$ cat config.mk
export PLATFORM = sky130hd
export DESIGN_NAME = scan_frame_sequencer
export DESIGN_NICKNAME = d
export VERILOG_FILES = /design/src/rtl/scan_frame_sequencer.sv
export SDC_FILE = /design/constraint.sdc
export NUM_CORES = 2
export LEC_CHECK = 0
export CORE_AREA = 2 2 416 418
export DETAILED_ROUTE_END_ITERATION = 6
export DIE_AREA = 0 0 418 420
export DONT_BUFFER_PORTS = 1
export GPL_TIMING_DRIVEN = 0
export PLACE_DENSITY_LB_ADDON = 0.2
export RECOVER_POWER = 25
export SYNTH_ARGS = -nofsm -noshare
export SYNTH_HDL_FRONTEND = slang
export SYNTH_SLANG_ARGS = --single-unit
$ cat constraint.sdc
create_clock -name clk -period 56.4 [get_ports clk]
set_clock_uncertainty 0.15 [all_clocks]
set_input_delay 2.82 -clock clk [delete_from_list [all_inputs] [get_ports clk]]
set_output_delay 2.82 -clock clk [all_outputs]
set_load 0.1 [all_outputs]
$ cat src/rtl/scan_frame_sequencer.sv
// scan_frame_sequencer: frame-level load / iterate / unload controller for the iterative SCAN polar decoder core
// Ports: llr_valid/llr_in/llr_ready accept one frame of N LLRs, forwarded as llr_to_core/llr_to_core_vld;
//        channel, program_counter, iter_idx and last_iter drive the core schedule for iter_cfg iterations;
//        hard_valid/hard_bits carry leaf bit pairs from the core; decoded_bits/out_valid/out_ready/frame_err
//        present the decoded frame.
module scan_frame_sequencer #(
  parameter int N = 1024,
  parameter int Q = 6,
  parameter int MAX_ITER = 4,
  parameter int SCHED_LEN = 1200,
  parameter int ITER_W = 3
) (
  input  logic              clk,
  input  logic              rst,
  input  logic              llr_valid,
  input  logic [Q-1:0]      llr_in,
  output logic              llr_ready,
  input  logic [ITER_W-1:0] iter_cfg,
  output logic              channel,
  output logic [Q-1:0]      llr_to_core,
  output logic              llr_to_core_vld,
  output logic [15:0]       program_counter,
  output logic [ITER_W-1:0] iter_idx,
  output logic              last_iter,
  input  logic              hard_valid,
  input  logic [1:0]        hard_bits,
  output logic [N-1:0]      decoded_bits,
  output logic              out_valid,
  input  logic              out_ready,
  output logic              frame_err
);
  localparam int CW = $clog2(N + 1);
  localparam logic [15:0] PC_START = 16'hFFFE;
  localparam logic [15:0] PC_LAST = 16'(SCHED_LEN - 1);
  typedef enum logic [1:0] {IDLE, LOAD, DECODE, OUT} state_t;
  state_t state, state_nx;
  logic [CW-1:0] load_cnt, bit_cnt, bit_cnt_nx;
  logic [ITER_W-1:0] iter_lim, iter_lim_cfg;
  logic accept, iter_end, frame_end, cap, cap_in, cap_drop;
  assign llr_ready = state == IDLE || state == LOAD;
  assign accept = llr_ready && llr_valid;
  assign channel = state == DECODE;
  assign out_valid = state == OUT;
  assign last_iter = channel && iter_idx == iter_lim - ITER_W'(1);
  assign iter_end = channel && program_counter == PC_LAST;
  assign frame_end = iter_end && last_iter;
  assign iter_lim_cfg = iter_cfg == '0 ? ITER_W'(1) :
                        iter_cfg > ITER_W'(MAX_ITER) ? ITER_W'(MAX_ITER) : iter_cfg;
  // Leaf pairs only count on the final iteration; overflow beyond N is dropped and flagged.
  assign cap = last_iter && hard_valid;
  assign cap_in = cap && bit_cnt < CW'(N);
  assign cap_drop = cap && !cap_in;
  assign bit_cnt_nx = cap_in ? bit_cnt + CW'(2) : bit_cnt;
  always_ff @(posedge clk or posedge rst)
    if (rst) state <= IDLE;
    else state <= state_nx;
  always_comb begin
    state_nx = state;
    case (state)
      IDLE:    state_nx = accept ? ((N == 1) ? DECODE : LOAD) : IDLE;
      LOAD:    state_nx = accept && load_cnt == CW'(N - 1) ? DECODE : LOAD;
      DECODE:  state_nx = frame_end ? OUT : DECODE;
      OUT:     state_nx = out_ready ? IDLE : OUT;
      default: state_nx = IDLE;
    endcase
  end
  always_ff @(posedge clk or posedge rst)
    if (rst) begin
      load_cnt <= '0;
      bit_cnt <= '0;
      iter_lim <= '0;
      iter_idx <= '0;
      program_counter <= PC_START;
      llr_to_core <= '0;
      llr_to_core_vld <= 1'b0;
      decoded_bits <= '0;
      frame_err <= 1'b0;
    end else begin
      llr_to_core_vld <= accept;
      if (accept) llr_to_core <= llr_in;
      if (state == IDLE && accept) begin
        iter_lim <= iter_lim_cfg;
        load_cnt <= CW'(1);
        frame_err <= 1'b0;
      end else if (state == LOAD && accept) begin
        load_cnt <= load_cnt + CW'(1);
      end
      if (channel) program_counter <= iter_end ? PC_START : program_counter + 16'd1;
      if (iter_end && !last_iter) iter_idx <= iter_idx + ITER_W'(1);
      for (int i = 0; i < N; i += 2)
        if (cap_in && bit_cnt == CW'(i)) decoded_bits[i +: 2] <= hard_bits;
      bit_cnt <= bit_cnt_nx;
      // The completion check sees this cycle's capture, so a pair on the very last step still counts.
      if (cap_drop || (frame_end && bit_cnt_nx != CW'(N))) frame_err <= 1'b1;
      if (out_valid && out_ready) begin
        load_cnt <= '0;
        bit_cnt <= '0;
        iter_idx <= '0;
        program_counter <= PC_START;
      end
    end
endmodule

* Word level (Yosys, flattened, before mapping)
Cells that the tools add are included.
** Word-level totals
- Flip-flop bits (word level) :: 1078
- Input bits :: 16
- Output and inout bits :: 1055
** Cells by class
- Add/sub/neg operators :: 5
- $lt $le $gt $ge :: 2
- Equality and inequality tests :: 518
- Multiplexer cells :: 19
- Reduce and logical (&&, ||, !) cells :: 536
** Operators with widths (count)
- $eq 11x10->1 const B :: 257
- $eq 11x9->1 const B :: 128
- $eq 11x8->1 const B :: 64
- $logic_and 1x1->1 :: 525
- $eq 11x7->1 const B :: 32
- $eq 11x6->1 const B :: 16
- $eq 11x5->1 const B :: 8
- $mux 11 :: 5
- $mux 16 :: 3
- $eq 11x4->1 const B :: 4
- $eq 11x3->1 const B :: 2
- $add 16x1->16 const B :: 1
- $eq 16x11->1 const B :: 1
- $mux 3 :: 4
- $add 11x1->11 const B :: 1
- $add 11x2->11 const B :: 1
- $eq 11x2->1 const B :: 1
- $logic_not 11->1 :: 1
- $lt 11x11->1 const B :: 1
- $ne 11x11->1 const B :: 1
- $pmux 2 s4 :: 1
- $reduce_bool 2->1 :: 3
- $eq 2x2->1 const B :: 2
- $mux 1 :: 4
- other kinds (11) :: 14

* Depth between registers and ports, before layout
- Depth in word-level cells :: 10
- Mapped depth :: 9
- Mapped depth without buffers :: 8

* Worst setup path after synthesis
OpenSTA, ideal clock, no wires.
- Path type :: register to output
- Start point :: register state[0]
- End point :: output last_iter
- Arrival time :: 2884 ps
- Data required time :: 53430 ps
- Slack :: 50546 ps
- Cell stages (with the launch flop) :: 7
- Buffers on the path :: 2
- Path through :: dfrtp_1 clkbuf_2 nand2b_1 inv_1 nand4_2 inv_1 buf_1
** Between the ends
- Word-level cells in the longest chain between the ends :: 2
** RTL lines
- start: declaration :: RTL line 36 : state_t state, state_nx;
- start signal: assignment :: RTL line 56 : else state <= state_nx;
- $eq 2x2->1 :: RTL line 42 : assign channel = state == DECODE;
- via channel :: RTL line 19 : output logic channel,
- $logic_and 1x1->1 :: RTL line 44 : assign last_iter = channel && iter_idx == iter_lim - ITER_W'(1);
- end: declaration :: RTL line 24 : output logic last_iter,
The timed path passes the listed nets, and every way through them passes these cells.

==> flow_summary.toml <==
[outcome]
status = "finished, violations left"
violations = "max-capacitance violations, max-slew violations"

[global_route]
track_usage_pct = 21.16
grt_pass1_wl_um = 256400
grt_max_degree = 122
antenna_found_initial = 11
gr-total-overflow = 0
grt_pass1_vias = 28080

[final_layout]
layout-drive-gt1-share_pct = 39.87
fin_nets = 3440
syn2layout_area_growth_pct = 16.98
utilization_pct = 30.23

[clock_network]
h-tree-depth = 4
cts_buffers = 130
insertion_delay_ps = 770
clkTransAtPathRegs_ps = 50
ctsHoldBuffers = 0
clockBufferDepth = 3
cts_root_buf = "clkbuf_16"
cts_resized = 0
cts.sinks = 1077
cts_tree = "done"
cts_setup_buffers = 0

[worst_hold_path]
holdPathStages = 1
hold_path_class = "reg -> reg"

[die]
initial_core_util_pct = 25.84
core_um2 = 171000
design.portCount = 1071
die_w_um = 418
rows = 152
dieArea_um2 = 175600
dieHeight_um = 420

[yosys]
avgSynthCellArea_um2 = 13.60
synth_edf_count = 0
synth_cell_types = 57
synth_area_um2 = 44180
synth_top_area_share_pct = 60.15
ys.flop_type = "dfrtp_1"
async_flop_share_pct = 100.0
syn-num-nets = 3270
ys_warn_count = 0
synth_area_leader_cell = "dfrtp_1"
synth_cells = 3249
ys_top_cells_by_area = "dfrtp_1 60%, mux2_2 25%, nand2_1 3.3%, nor2_1 2.1%, clkbuf_1 1.1%"
synth-seq-cells = 1077
yosysSeqAreaShare_pct = 61.04

[power_and_ir_drop]
p_per_area_nw_per_um2 = 32.26
cellLeakagePower_nw = 24.56
peakVddDrop_v = 0.00002560

[timing]
rsz0062_at_grt = "false"
worstMarginPinSlew_ps = 6524
finalSetupViolations = 0
maxSlewViolCount = 803
fmax_mhz = 53.54
slew_headroom_pct = -334.9
period_needed_ps = 18680
fin_crit_sh_pct = 33.11
hold_slack_ps = 387.3
tns_ps = 0
final-hold-violation-count = 0

[critical_path]
path_class = "in -> async"
crit_path_end_kind = "async pin"
cp-start-kind = "primary input"
r2r_cells = 6
crit_fanout = 117
arrival_ps = 18080
crit_required_ps = 55810

[detailed_routing]
via_per_inst = 4.804
drtIter0Drc = 1867
ant_nets = 0
firstDrtPassIters = 5
drc = 0
routed_wirelength_um = 190700
wl_per_cell_um = 33.11
vias = 27660

[placed_design]
io_buffers = 0
hpwl_um = 149500
gp_congestion = 0.8666

[run]
cap_violations = 11
cells in the mapped netlist, types with 2 or more instances:
cell type,number
a21o_1,3
a21oi_1,11
and2_1,5
and3_1,4
and4_1,5
buf_1,6
buf_2,42
buf_6,12
buf_8,2
clkbuf_1,134
dfrtp_1,1062
dfstp_2,15
ha_1,5
inv_1,13
mux2_1,32
mux2_2,993
mux2i_1,3
nand2_1,389
nand2b_1,7
nand3_1,21
nand3b_1,2
nand4_1,10
nand4_4,3
nor2_1,246
nor2_2,80
nor2_4,40
nor2b_1,5
nor3_1,19
nor3_2,5
nor3b_1,2
nor4_1,3
nor4_4,2
nor4b_1,2
o21ai_0,7
o21bai_1,2
or3_1,2
or4_1,5
xnor2_1,18
xor2_1,14
layout by cell type, fill, tap and decap left out, drive strengths merged, types with 11 or more instances in the layout:
cell type  count
diode         11
clkbuf       350
nor3          24
xor2          15
nand3         21
nor2         366
xnor2         18
mux2        1025
nand4         14
nand2        389
clkinv        21
buf           76
dfstp         15
inv           16
a21oi         11
dfrtp       1062
per-layer routing:
metal	share of wire, %	track usage [%]	wire [um]
met2	50	35.37	94790
met1	40	26.14	77110
met5	0	0	0
met4	2.8	6.700	5328
met3	7.0	6.229	13440
final timing paths:
| check | startpoint | slack (ps) | end |
|---|---|---|---|
| max | rst | 37720 | decoded_bits[269] |
| min | iter_lim[2] | 390 | iter_lim[2] |
| max reg2reg | iter_idx[2] | 49950 | decoded_bits[393] |
| min reg2reg | iter_lim[2] | 390 | iter_lim[2] |
| max in group clk | state[0] | 48440 | last_iter |
| min in group asynchronous | rst | 3210 | decoded_bits[862] |
logic make-up after synthesis:
kind of cell | count (synthesis) | synth area share (%)
flip-flops | 1077 | 61.04
multiplexers | 1028 | 26.19
AND/OR/NAND/NOR | 864 | 9.311
buffers and inverters | 210 | 2.161
XOR/XNOR | 34 | 0.7249
AO/OA/AOI/OAI | 31 | 0.4333
adder cells (fa/ha/maj) | 5 | 0.1416
cell type report:
type / instances / area, um2
Sequential cell: 1077 / 26970
Tap cell: 2233 / 2794
Fill cell: 17360 / 119300
Clock inverter: 36 / 436.7
Timing Repair Buffer: 38 / 569.3
Multi-Input combinational cell: 1962 / 16230
Buffer: 197 / 828.3
Inverter: 13 / 50.05
Clock buffer: 191 / 3786
Antenna cell: 11 / 27.53
registers in the layout, summed over array words and instances, names as in the netlist:
register / count
decoded_bits: 1024
program_counter: 16
load_cnt: 11
bit_cnt: 10
llr_to_core: 6
iter_idx: 3
iter_lim: 3
state: 2
frame_err: 1
llr_to_core_vld: 1
metrics by stage:
stage / instances / power, mW / instance area, um2 / worst slack, ps
floorplan: 3249 / 0.8194 / 44180 / 23140
global placement: 5482 / 0.8380 / 46980 / 8912
detailed placement: 5520 / 0.8381 / 47810 / 50220
CTS: 5747 / 1.690 / 52030 / 49340
finish: 5758 / 1.667 / 51690 / 37720
global route: 5750 / 1.726 / 51670 / 34580
where the power goes:
part,internal (mW),switching [mW]
Sequential,0.775,0.00584
Combinational,0.00544,0.0352
Clock,0.501,0.345
worst max-delay path: stages:
cell	delay [ps]
clkinvlp_2	2580
clkbuf_1	3430
clkbuf_1	4760
clkbuf_1	4100
Power figures use the tool's default switching activity.
